`src/rtl/rom_line_cache.sv`:
```
// rom_line_cache: direct-mapped, read-only line cache between a 16-bit
// client and one 64-bit, 4-word burst read channel of the SDRAM controller.
// Hits answer in one cycle without touching SDRAM. A miss issues one burst,
// fills the indexed line and then answers the client.
//
// Ports:
//   clk         system clock (same domain as the SDRAM controller)
//   reset       asynchronous, active-high reset
//   invalidate  one-cycle pulse, clears every valid bit
//   cpu_addr    client word address [ADDR_W:1], stable while cpu_req is high
//   cpu_req     level request, held until cpu_ack
//   cpu_dout    read data, valid in the ack cycle and held until the next ack
//   cpu_ack     one-cycle pulse completing a request
//   sdr_addr    line-aligned burst address, bits [2:1] always zero
//   sdr_req     burst request level, high for the whole fill
//   sdr_din     burst data, word0 = [15:0] ... word3 = [63:48]
//   sdr_ready   one-cycle pulse, sdr_din valid in the same cycle
//
// Optional feature (define ROMCACHE_STATS_EN):
//   hit_count / miss_count: 16-bit saturating counters of hit acks and of
//   miss fill starts; reset to zero and cleared by invalidate.

module rom_line_cache #(
  parameter int LINES  = 4,
  parameter int ADDR_W = 26
) (
  input  logic              clk,
  input  logic              reset,
  input  logic              invalidate,
  input  logic [ADDR_W:1]   cpu_addr,
  input  logic              cpu_req,
  output logic [15:0]       cpu_dout,
  output logic              cpu_ack,
  output logic [ADDR_W:1]   sdr_addr,
  output logic              sdr_req,
  input  logic [63:0]       sdr_din,
  input  logic              sdr_ready
`ifdef ROMCACHE_STATS_EN
  ,
  output logic [15:0]       hit_count,
  output logic [15:0]       miss_count
`endif
);

  localparam int IDX_W = $clog2(LINES);
  localparam int TAG_W = ADDR_W - 2 - IDX_W;

  typedef enum logic {IDLE, FILL} state_t;

  state_t             state_q, state_d;
  logic [LINES-1:0]   valid_q;
  logic [63:0]        data_mem [LINES];
  logic [TAG_W-1:0]   tag_mem  [LINES];
  logic [ADDR_W:1]    lat_addr;
  logic               kill_q;

  logic [IDX_W-1:0]   req_idx, fill_idx;
  logic [TAG_W-1:0]   req_tag, fill_tag;
  logic               hit;
  logic               do_hit, do_miss, do_fill;

  function automatic logic [15:0] sel_word(input logic [63:0] line,
                                           input logic [1:0]  w);
    case (w)
      2'd0:    return line[15:0];
      2'd1:    return line[31:16];
      2'd2:    return line[47:32];
      default: return line[63:48];
    endcase
  endfunction

  assign req_idx  = cpu_addr[3 +: IDX_W];
  assign req_tag  = cpu_addr[ADDR_W:3+IDX_W];
  // The fill targets the address captured at miss time, not the live one.
  assign fill_idx = lat_addr[3 +: IDX_W];
  assign fill_tag = lat_addr[ADDR_W:3+IDX_W];

  assign hit = valid_q[req_idx] && (tag_mem[req_idx] == req_tag);

  // NOTE: every output of this block gets a default before the case so no
  // path leaves a signal unassigned, which would otherwise infer a latch.
  always_comb begin
    state_d = state_q;
    do_hit  = 1'b0;
    do_miss = 1'b0;
    do_fill = 1'b0;
    case (state_q)
      IDLE: begin
        // Holding off while cpu_ack is high spaces acks two cycles apart
        // and keeps sdr_req low for two cycles between bursts.
        if (cpu_req && !cpu_ack) begin
          if (hit) begin
            do_hit = 1'b1;
          end else begin
            do_miss = 1'b1;
            state_d = FILL;
          end
        end
      end
      FILL: begin
        if (sdr_ready) begin
          do_fill = 1'b1;
          state_d = IDLE;
        end
      end
      default: state_d = IDLE;
    endcase
  end

  // NOTE: sequential state uses non-blocking assignments so every register
  // samples the pre-edge value of every other register.
  always_ff @(posedge clk or posedge reset) begin
    if (reset) begin
      state_q  <= IDLE;
      cpu_ack  <= 1'b0;
      cpu_dout <= '0;
      sdr_req  <= 1'b0;
      sdr_addr <= '0;
      lat_addr <= '0;
      kill_q   <= 1'b0;
      valid_q  <= '0;
    end else begin
      state_q <= state_d;
      cpu_ack <= do_hit | do_fill;

      if (do_hit) begin
        cpu_dout <= sel_word(data_mem[req_idx], cpu_addr[2:1]);
      end

      if (do_miss) begin
        lat_addr <= cpu_addr;
        sdr_addr <= {cpu_addr[ADDR_W:3], 2'b00};
        sdr_req  <= 1'b1;
      end

      if (do_fill) begin
        sdr_req  <= 1'b0;
        cpu_dout <= sel_word(sdr_din, lat_addr[2:1]);
      end

      // kill remembers an invalidate seen during the fill so the line is
      // delivered to the client but never marked valid.
      if (state_q == FILL && !sdr_ready) begin
        kill_q <= kill_q | invalidate;
      end else begin
        kill_q <= 1'b0;
      end

      if (invalidate) begin
        valid_q <= '0;
      end
      if (do_fill) begin
        valid_q[fill_idx] <= !(kill_q || invalidate);
      end
    end
  end

  // NOTE: line data and tags carry no reset; the valid bits alone decide
  // whether their contents can ever be observed.
  always_ff @(posedge clk) begin
    if (do_fill) begin
      data_mem[fill_idx] <= sdr_din;
      tag_mem[fill_idx]  <= fill_tag;
    end
  end

`ifdef ROMCACHE_STATS_EN
  always_ff @(posedge clk or posedge reset) begin
    if (reset) begin
      hit_count  <= '0;
      miss_count <= '0;
    end else if (invalidate) begin
      hit_count  <= '0;
      miss_count <= '0;
    end else begin
      if (do_hit && hit_count != 16'hFFFF) begin
        hit_count <= hit_count + 16'd1;
      end
      if (do_miss && miss_count != 16'hFFFF) begin
        miss_count <= miss_count + 16'd1;
      end
    end
  end
`endif

endmodule

```
`config.mk`:
```
export PLATFORM = sky130hd
export DESIGN_NAME = rom_line_cache
export DESIGN_NICKNAME = d
export VERILOG_FILES = /design/src/rtl/rom_line_cache.sv
export SDC_FILE = /design/constraint.sdc
export NUM_CORES = 1
export LEC_CHECK = 0
export ABC_CLOCK_PERIOD_IN_PS = 6850
export BUFFER_PORTS_ARGS = -buffer_cell sky130_fd_sc_hd__buf_2
export CORE_ASPECT_RATIO = 1.5
export CORE_UTILIZATION = 45
export CTS_CLUSTER_DIAMETER = 50
export CTS_CLUSTER_SIZE = 16
export DETAILED_ROUTE_END_ITERATION = 10
export PLACE_DENSITY = 0.64
export SETUP_SLACK_MARGIN = 0.4
export SYNTH_ARGS = -nofsm -noshare
export SYNTH_HDL_FRONTEND = slang
export SYNTH_SLANG_ARGS = --single-unit
```
`constraint.sdc`:
```
create_clock -name clk -period 6.85 [get_ports clk]
set_input_delay 1.0275 -clock clk [delete_from_list [all_inputs] [get_ports clk]]
set_output_delay 1.0275 -clock clk [all_outputs]
set_load 0.02 [all_outputs]
```
==> results of run 1 <==
tightest hold or removal path, delay by kind of cell, from the launching register on:
kind	cells	cell delay, ps
AO/OA/AOI/OAI	1	60
AND/OR/NAND/NOR	1	80
flip-flops	1	340
worst paths after layout:
kind | end | slack [ps] | depth (start not counted)
max | cpu_dout[15] | 2620 | 8
min | valid_q[3] | 520 | 2
max reg2reg | data_mem[3][53] | 3560 | 4
min reg2reg | valid_q[3] | 520 | 2
max in group asynchronous | cpu_dout[15] | 5680 | 3
min in group asynchronous | lat_addr[15] | 660 | 3
cell usage after synthesis (all sizes together) (12+ instances only):
| cell | count |
|---|---|
| clkbuf | 15 |
| mux2 | 29 |
| buf | 50 |
| nand2b | 19 |
| mux2i | 52 |
| o221a | 12 |
| nand2 | 25 |
| xnor2 | 12 |
| o22ai | 23 |
| nor2 | 23 |
| edfxtp | 344 |
| dfrtp | 50 |
| mux4 | 92 |
through the flow:
| step | power, uW | std cells |
|---|---|---|
| global placement | 4090 | 1392 |
| detailed placement | 4110 | 1392 |
| global route | 6040 | 1451 |
| CTS | 5880 | 1449 |
| floorplan | 3800 | 835 |
| finish | 5810 | 1452 |
metal layers:
metal,share of wire,track usage
met1,0.40,0.252
met5,0.0013,0
met4,0.021,0.0609
met2,0.52,0.339
met3,0.056,0.0315
cells by family after synthesis:
kind of cell	after synthesis
other cells	1
simple gates	98
xor+xnor	16
flops	394
buf+inv	76
mux	173
compound gates	76
registers in the layout (all words and copies together) (netlist names):
name / cells
state_q: 1
cpu_dout: 16
kill_q: 1
cpu_ack: 1
lat_addr: 26
sdr_req: 1
data_mem: 256
valid_q: 4
tag_mem: 88
power groups by stage:
stage / Combinational, uW / Clock, uW / Sequential (uW)
6_report: 947 / 1770 / 3090
3_5_place_dp: 967 / 0 / 3140
4_1_cts: 968 / 1820 / 3090
2_1_floorplan: 646 / 0 / 3150
5_1_grt: 1020 / 1900 / 3120
3_3_place_gp: 962 / 0 / 3130
area by class of cell:
class | instances | area (um^2) | area share
Tap cell | 473 | 592 | 0.0324
Clock inverter | 7 | 78.8 | 0.00431
Multi-Input combinational cell | 365 | 4270 | 0.234
Clock buffer | 50 | 910 | 0.0498
Inverter | 11 | 46.3 | 0.00253
Sequential cell | 394 | 11600 | 0.634
Timing Repair Buffer | 149 | 783 | 0.0429
Antenna cell | 3 | 7.51 | 0.000411
==> impl_metrics.tcl, run 1 <==
set metrics [dict create \
    cpPeakStageDelay_ps 670 \
    synthFlopType "edfxtp_1" \
    synth_xor_xnor_area_share 0.00861 \
    cts_setup_buffers 0 \
    clock_power_share 0.305 \
    antenna_left 0 \
    drc 0 \
    ctsResizeCount 0 \
    start_util 0.461 \
    synth_top_family_by_area "multiplexers" \
    placed_area_um2 17300 \
    fin_area_um2 18300 \
    grt_pass1_vias 8609 \
    io_buffers 136 \
    die_h_um 235 \
    synth_area_leaders "edfxtp_1, mux4_2, dfrtp_1" \
    drtIter0Drc 614 \
    mostFrequentLayoutCells "edfxtp_1, buf_2, mux4_2" \
    wl_per_cell_um 24.1 \
    die_w_um 157 \
    core_um2 35300 \
    yosysUniqueCellTypes 51 \
    hold_buffers 0 \
    reg2reg_from "state_q" \
    grt_pass1_wl_um 53400 \
    rsz0062_at_grt "no" \
    ys_warn_count 0 \
    synthSimpleGateAreaFrac 0.0323 \
    place_congestion 0.842 \
    vdd_ir_drop_max_mv 0.285 \
    final_common_cell "edfxtp_1" \
    synth_compound_area_frac 0.0364 \
    synthCells 834 \
    p_int_uw 4280 \
    syn_area_um2 16300 \
    max_slew.worst_pin.slew_ps 1070 \
    vias_per_cell 5.66 \
    yosys.area_share.adder 0 \
    place_worst_setup_slack_ps 2150 \
    cpMaxStageDelayCell "nand3_1" \
    p_switching_uw 1520 \
    startpoint_type "input pin" \
    grt-ovfl-total 0 \
    yosys_register_bits 394 \
    cts_sinks 394 \
    final_core_util 0.517 \
    grt_max_degree 58 \
    power_frac_seq 0.532 \
    cellPowerDensity_nw_per_um2 318 \
    cts_buffers 31 \
    vias 8218 \
    layout-drive-gt1-share 0.336 \
    clk_latency_ps 570 \
    fmax_mhz 236 \
    synth_mux_area_frac 0.184 \
    hp-start "valid_q[3]" \
    status "completed" \
    clk_pin_slew_ps 70 \
    track_usage 0.196 \
    yosys.area.top_type_share 0.635 \
    total_leakage_power_uw 0.00628 \
    setup_tns_ps 0 \
    maxSlewViolCount 0 \
    setup_ws_ps 2620 \
    worst_path_most_repeated_cell "buf_4" \
    drv_cap 0 \
    path_cells "buf_4 > buf_4 > mux2_2 > a221oi_1 > o211ai_1 > a21oi_1 > nand3_1 > o221a_2" \
    crit_buf_inv 2 \
    wirelength_um 35000 \
    dp_hpwl_um 20800 \
    min_path_type "flop to flop" \
    end_kind "flop" \
    fin_crit_ps 4230 \
    cp.required_ps 7300 \
    antenna_found_initial 6 \
    crit_type "input pin to flop" \
    critPathTopFamily "compound AO/OA/AOI/OAI gates" \
    cp.arrival_ps 4680 \
    slew_headroom 0.285 \
    pwr-share-comb 0.163 \
    ios 139 \
    rows 84 \
    setup_viol 0 \
    nNetsFinal 1047 \
    dieArea_um2 36900 \
    synth-seq-area-share 0.712 \
    critPathMaxFanout 44 \
    h-tree-depth 1 \
    avgSynthCellArea_um2 19.5 \
    async_flop_share 0.127 \
    cts_root_buffer "clkbuf_16" \
    synth-edff-count 344 \
    startpoint "cpu_addr[4]" \
    hold_viol 0 \
    hold_ws_ps 517 \
    cts_tree "yes" \
    nFillCells 2935 \
    firstDrtPassIters 5 \
    swShare 0.262 \
    cts_max_path_buffers 3 \
    fin_crit_sh 0.617 \
    yosysTopAreaCell "edfxtp_1" \
    finClkSkew_ps 14.8 \
    syn_to_final_growth_pct 12.3 \
]
Power figures use the tool's default switching activity.
==> run 2: changes to the inputs <==
--- a/config.mk
+++ b/config.mk
@@ -5,7 +5,7 @@
 export SDC_FILE = /design/constraint.sdc
 export NUM_CORES = 1
 export LEC_CHECK = 0
-export ABC_CLOCK_PERIOD_IN_PS = 6850
+export ABC_CLOCK_PERIOD_IN_PS = 3850
 export BUFFER_PORTS_ARGS = -buffer_cell sky130_fd_sc_hd__buf_2
 export CORE_ASPECT_RATIO = 1.5
 export CORE_UTILIZATION = 45
==> constraint.sdc (replaced) <==
create_clock -name clk -period 3.85 [get_ports clk]
set_input_delay 0.5775 -clock clk [delete_from_list [all_inputs] [get_ports clk]]
set_output_delay 0.5775 -clock clk [all_outputs]
set_load 0.02 [all_outputs]
==> run 2 against run 1 <==
  * Combinational power grew 78%
  * Critical path type unchanged
  * Sequential share of layout area fell by 0.40 points
  * Sequential power grew 79%
  * Global-route usage shrank 0.31 points
  * Clock power is 73% higher
  * Non-clock buffer count rose by 12
  * Largest cell class unchanged
==> impl_metrics.tcl, run 2 (synthesis results as in run 1) <==
set metrics [dict create \
    status "completed" \
    syn_to_final_growth_pct 13.0 \
    h-tree-depth 1 \
    dp_hpwl_um 21900 \
    vdd_ir_drop_max_mv 0.488 \
    worst_path_most_repeated_cell "buf_4" \
    firstDrtPassIters 7 \
    fin_crit_ps 2800 \
    maxSlewViolCount 0 \
    cts_max_path_buffers 3 \
    drv_cap 0 \
    cts_root_buffer "clkbuf_16" \
    cp.required_ps 4350 \
    track_usage 0.193 \
    dieArea_um2 36900 \
    top_register "data_mem" \
    ios 139 \
    layout-drive-gt1-share 0.341 \
    cts_tree "yes" \
    vias 8248 \
    mostFrequentLayoutCells "edfxtp_1, buf_2, mux4_2" \
    drc 0 \
    clk_latency_ps 580 \
    critPathMaxFanout 19 \
    startpoint_type "input pin" \
    finClkSkew_ps 17.2 \
    final_core_util 0.521 \
    cpPeakStageDelay_ps 500 \
    die_w_um 157 \
    final_common_cell "edfxtp_1" \
    setup_viol 0 \
    start_util 0.461 \
    hold_buffers 0 \
    path_cells "buf_4 > buf_4 > mux4_2 > a22o_1 > nor4_1 > and4b_1 > o2111ai_2 > nand2_1 > buf_4 > o221a_1" \
    biggestRegsByFlops "data_mem (256), tag_mem (88), lat_addr (26)" \
    place_congestion 0.870 \
    cellPowerDensity_nw_per_um2 560 \
    total_leakage_power_uw 0.00633 \
    crit_type "input pin to flop" \
    rows 84 \
    cpMaxStageDelayCell "mux4_2" \
    slew_headroom 0.435 \
    antenna_left 0 \
    core_um2 35300 \
    wirelength_um 35000 \
    io_buffers 136 \
    end_kind "flop" \
    antenna_found_initial 5 \
    cts_setup_buffers 0 \
    crit_buf_inv 3 \
    grt_pass1_wl_um 52200 \
    hold_viol 0 \
    min_path_type "input pin to async pin" \
    critPathTopFamily "buffers and inverters" \
    cp.arrival_ps 3310 \
    rsz0062_at_grt "no" \
    fmax_mhz 357 \
    grt-ovfl-total 0 \
    wl_per_cell_um 24.0 \
    clk_pin_slew_ps 70 \
    drtIter0Drc 602 \
    max_slew.worst_pin.slew_ps 847 \
    grt_max_degree 71 \
    die_h_um 235 \
    vias_per_cell 5.65 \
    ctsResizeCount 0 \
    cts_buffers 31 \
    largest_reg_flops 256 \
    nNetsFinal 1059 \
    grt_pass1_vias 8555 \
    setup_tns_ps 0 \
    cts_sinks 394 \
    fin_crit_sh 0.728 \
]
-- run 2: final cells by class --
cell class              instances  area [um^2]
diodes                          1         2.50
clock inverters                 8          113
fillers                      2897        16900
multi-input cells             365         4270
inverters                      11         46.3
clock buffers                  48          840
repair buffers                161          940
well taps                     473          592
flip-flops and latches        394        11600
-- run 2: path summary, 6_finish.rpt --
kind                                from               to  slack (ps)  depth (start not counted)
min in group clk             sdr_din[59]  data_mem[2][59]         230                          1
min reg2reg                   valid_q[3]       valid_q[3]         540                          2
min                                reset     lat_addr[15]         170                          2
max                          cpu_addr[3]     cpu_dout[14]        1050                         10
max in group asynchronous          reset     cpu_dout[14]        2880                          3
max reg2reg                tag_mem[3][6]     cpu_dout[14]        1140                          8
-- run 2: layer usage --
layer | wire length, um | track usage
met1 | 13700 | 0.242
met2 | 18600 | 0.343
met3 | 1820 | 0.0253
met4 | 825 | 0.0603
met5 | 41 | 0
-- run 2: report_power, final --
| group | switching [uW] | leakage [uW] | total [uW] | internal (uW) |
|---|---|---|---|---|
| Combinational | 948 | 0.00217 | 1690 | 738 |
| Clock | 1430 | 0.000458 | 3070 | 1640 |
| Sequential | 316 | 0.00371 | 5530 | 5210 |
-- run 2: metrics by stage --
stage          cells  cell area (um^2)  hold WS (ps)  power [uW]  setup slack, ps
2_1_floorplan    835             16300           475        6760              661
6_report        1461             18400           166       10300             1050
3_5_place_dp    1404             17400           514        7350              385
5_1_grt         1461             18400           212       10700              871
3_3_place_gp    1404             17400           500        7300              429
4_1_cts         1460             18400           178       10400             1000
-- run 2: worst reg2reg max path: cells and delay by family, from the launching register on --
| family | cells | cell delay (ps) |
|---|---|---|
| AO/OA/AOI/OAI | 2 | 590 |
| XOR/XNOR | 1 | 250 |
| buffers and inverters | 1 | 220 |
| flip-flops | 1 | 370 |
| multiplexers | 1 | 490 |
| AND/OR/NAND/NOR | 3 | 730 |
